<file path="src/rtl/btn_event_decoder.sv">
// btn_event_decoder: turns a debounced button level into one-cycle
// press/release/click/long/double pulses plus an idle level.
module btn_event_decoder #(
  parameter int LONG_TIME   = 1_000_000,
  parameter int DOUBLE_TIME = 250_000,
  parameter int CW          = 24
) (
  input  logic i_clk,
  input  logic i_reset_n,
  input  logic i_btn,
  output logic o_press,
  output logic o_release,
  output logic o_click,
  output logic o_long,
  output logic o_double,
  output logic o_idle
);
  typedef enum logic [2:0] {IDLE, PRESSED, LONG_HELD, WAIT_SECOND, SECOND_PRESS} state_t;
  state_t state_q, state_d;
  logic [CW-1:0] timer_q, timer_d;
  logic prev_q, rise, fall, long_hit, dbl_hit;
  logic [4:0] ev_d, ev_q;
  logic idle_q;
  assign rise     = i_btn & ~prev_q;
  assign fall     = ~i_btn & prev_q;
  assign long_hit = timer_q == CW'(LONG_TIME - 1);
  assign dbl_hit  = timer_q == CW'(DOUBLE_TIME - 1);
  // ev bits: {double, long, click, release, press}
  always_comb begin
    state_d = state_q;
    timer_d = timer_q;
    ev_d    = '0;
    case (state_q)
      IDLE: if (rise) begin
        ev_d[0] = 1'b1;
        timer_d = '0;
        state_d = PRESSED;
      end
      PRESSED: if (fall) begin
        ev_d[1] = 1'b1;
        timer_d = '0;
        state_d = WAIT_SECOND;
      end else if (long_hit) begin
        ev_d[3] = 1'b1;
        state_d = LONG_HELD;
      end else timer_d = timer_q + CW'(1);
      LONG_HELD: if (fall) begin
        ev_d[1] = 1'b1;
        state_d = IDLE;
      end
      WAIT_SECOND: if (rise) begin
        ev_d[0] = 1'b1;
        timer_d = '0;
        state_d = SECOND_PRESS;
      end else if (dbl_hit) begin
        ev_d[2] = 1'b1;
        state_d = IDLE;
      end else timer_d = timer_q + CW'(1);
      SECOND_PRESS: if (fall) begin
        ev_d[1] = 1'b1;
        ev_d[4] = 1'b1;
        state_d = IDLE;
      end else if (long_hit) begin
        ev_d[3] = 1'b1;
        state_d = LONG_HELD;
      end else timer_d = timer_q + CW'(1);
      default: state_d = IDLE;
    endcase
  end
  always_ff @(posedge i_clk or negedge i_reset_n) begin
    if (!i_reset_n) begin
      state_q <= IDLE;
      timer_q <= '0;
      prev_q  <= 1'b0;
      ev_q    <= '0;
      idle_q  <= 1'b1;
    end else begin
      state_q <= state_d;
      timer_q <= timer_d;
      prev_q  <= i_btn;
      ev_q    <= ev_d;
      idle_q  <= state_d == IDLE;
    end
  end
  assign {o_double, o_long, o_click, o_release, o_press} = ev_q;
  assign o_idle = idle_q;
endmodule

</file>
<file path="config.mk">
export PLATFORM = sky130hd
export DESIGN_NAME = btn_event_decoder
export DESIGN_NICKNAME = d
export VERILOG_FILES = /design/src/rtl/btn_event_decoder.sv
export SDC_FILE = /design/constraint.sdc
export NUM_CORES = 1
export LEC_CHECK = 0
export BUFFER_PORTS_ARGS = -buffer_cell sky130_fd_sc_hd__buf_2
export CAP_MARGIN = 20
export CORE_UTILIZATION = 47
export DETAILED_ROUTE_END_ITERATION = 10
export PLACE_DENSITY = 0.75
export SYNTH_ARGS = -nofsm -noshare
export SYNTH_HDL_FRONTEND = slang
export SYNTH_SLANG_ARGS = --single-unit
</file>
<file path="constraint.sdc">
create_clock -name i_clk -period 3.15 [get_ports i_clk]
set_clock_uncertainty 0.1 [all_clocks]
set_input_delay 0.945 -clock i_clk [delete_from_list [all_inputs] [get_ports i_clk]]
set_output_delay 0.945 -clock i_clk [all_outputs]
set_load 0.01 [all_outputs]
</file>
==> metrics.yaml <==
port_buffers: 8
p_switching_w: 0.000652
required_ps: 3230
synth-compound-area-share_pct: 23.6
finalWeightedCongestion: 0.889
yosysMostFrequentCell: "dfrtp_1"
place_area_sq_um: 2150
synth_simple_gate_area_share_pct: 30.4
die_h_um: 68.4
drv_cap: 0
synth_area_leaders: "dfrtp_1 40%, o21ai_0 5.1%, nor2_1 4.0%"
status: "completed"
period_share_pct: 84.1
synthTopCellsByCount: "33 x dfrtp_1, 22 x nor2_1, 21 x o21ai_0"
grt_pass1_vias: 1682
async_flop_share_pct: 100
worstReg2RegStart: "timer_q[5]$_DFFE_PN0P_"
synth.distinct_cells: 52
path_cells: "buf_2 -> o21ba_2 -> a21oi_1 -> o31ai_1 -> nand4_1 -> buf_4 -> o41ai_1"
synth_top_family_by_area: "simple AND/OR/NAND/NOR gates"
p_comb_share_pct: 40.8
endpoint_kind: "flop"
p_leak_nw: 0.931
worstSetupPathType: "input pin to flop"
ioPinCount: 9
finalHoldViolations: 0
vias: 1853
critPathArrivalTime_ps: 2730
yosys_warnings: 0
power_frac_clock_pct: 21.6
core-area_sq_um: 4120
postRouteAntennaNets: 0
power.density_nw_per_um2: 682
yosys.area_share.adder_pct: 0.603
grt_max_degree: 35
muxShareOfSynthArea_pct: 0
post_cts_buffers: 0
cts-root-buf: "clkbuf_8"
die_w_um: 68.4
cts_buffer_depth: 2
h-tree-depth: 2
fin_nets: 252
setup_tns_ps: 0
period_minus_slack_ps: 2650
place_hpwl_um: 3440
num_antenna_cells: 0
vdd_drop_max_v: 0.000348
area_growth_pct: 8.14
hold_class: "flop to flop"
overflow: 0
swShare_pct: 42.6
dieArea_sq_um: 4680
grt_first_pass_wirelength_um: 8000
clock_sinks: 34
critical_path.max_fanout: 9
syn_area_sq_um: 2070
synth_xor_area_share_pct: 0
slowest_stage: "nand4_1"
tritoncts: "yes"
design_area_sq_um: 2240
drv_slew: 0
viasPerCell: 6.20
intPower_w: 0.000878
drt_pass1_iterations: 4
relSlewSlack_pct: 43.4
totalWireLength_um: 4890
clk_pin_slew_ps: 70
p_seq_share_pct: 37.6
synth_ff_type: "dfrtp_1"
drive_gt1_share_pct: 13.3
netlist.area_leader.share_pct: 39.8
ys_seq_area_share_pct: 41.1
setup_viol: 0
clock.fmax_mhz: 378
ctsHoldBuffers: 0
cp-startpoint: "i_btn"
netlist_instances: 240
syn_avg_cell_area_sq_um: 8.64
grt_antenna_before_repair: 0
startpoint_type: "input pin"
syn_nets: 244
tightest_slew_ps: 848
synth_edf_count: 0
ctsResizeCount: 0
grtUsageTotal_pct: 23.5
cts_buffers: 5
rows: 23
min_from: "timer_q[20]$_DFFE_PN0P_"
max_stage_delay_ps: 410
wl_per_cell_um: 16.4
rsz0062_at_grt: "false"
clk_latency_ps: 290
ys_seq_elements: 34
drt_iter0_markers: 218
drcViolationCount: 0
start_util_pct: 50.4
yosysTopAreaCell: "dfrtp_1"
-- cells in the final DEF (no fill, tap or decap), drive strengths merged, types with 3 or more instances in the layout --
cell type | netlist | final
o41ai | 4 | 4
and2 | 6 | 6
and4 | 4 | 4
o21ai | 23 | 23
clkbuf | 7 | 7
nand2b | 6 | 6
nor3 | 10 | 10
dfrtp | 33 | 33
or2 | 3 | 3
and3 | 7 | 7
or3 | 3 | 3
nor2 | 22 | 22
nor2b | 5 | 5
nand3 | 11 | 11
o31ai | 5 | 5
buf | 3 | 11
a21oi | 15 | 15
nand4 | 9 | 9
a31oi | 6 | 6
inv | 11 | 11
nand2 | 14 | 14
nor4 | 3 | 3
-- stage by stage --
stage	instances	setup slack (ps)	power, W	util (%)	hold WS, ps
detailed placement	291	235	0.00120	52.3	395
global route	299	326	0.00163	54.5	438
floorplan	240	728	0.00103	-	360
finish	299	501	0.00153	54.5	406
global placement	291	318	0.00118	52.3	384
CTS	299	538	0.00153	54.5	404
-- power groups by stage --
stage	Sequential, W	Clock, W	Combinational, W
finish	0.000575	0.000330	0.000625
global route	0.000585	0.000355	0.000689
detailed placement	0.000581	0	0.000617
global placement	0.000577	0	0.000607
CTS	0.000573	0.000339	0.000619
floorplan	0.000541	0	0.000491
-- worst max-delay path, delay by kind of cell --
family          cells  cell delay [ps]
simple gates        1              410
buf+inv             2              460
compound gates      4              910
-- cell type report --
cell class	instances	area, sq um
tap	50	62.6
clock inverter	1	5.00
fill	379	1870
timing repair buffer	11	62.6
sequential	34	852
inverter	11	41.3
multi-input combinational	185	1130
clock buffer	7	86.3
-- logic make-up after synthesis --
logic type	Yosys count
adders and majority gates	1
and+or+nand+nor	111
buffers and inverters	21
DFF	34
AOI/OAI and AO/OA	73
-- worst paths after layout --
check                                               end  slack [ps]  depth (start not counted)
worst min register to register  timer_q[20]$_DFFE_PN0P_         410                          1
min in group asynchronous       timer_q[23]$_DFFE_PN0P_         630                          1
worst max register to register  timer_q[18]$_DFFE_PN0P_         640                          6
worst min-delay path            timer_q[20]$_DFFE_PN0P_         410                          1
worst max-delay path             timer_q[9]$_DFFE_PN0P_         500                          7
max in group asynchronous        timer_q[3]$_DFFE_PN0P_        1830                          1
-- flip-flops by register name, summed over array words and instances, names as in the netlist --
register,cells
o_idle,1
prev_q,1
timer_q,24
state_q,3
ev_q,5
-- layer usage --
metal / vias to the layer above / wire length [um] / track usage [%]
li1: 917 / - / -
met1: 872 / 2390 / 32.6
met2: 57 / 2150 / 35.9
met3: 7 / 291 / 5.17
met4: 0 / 63 / 8.33
met5: - / 0 / 0
Power figures use the tool's default switching activity.
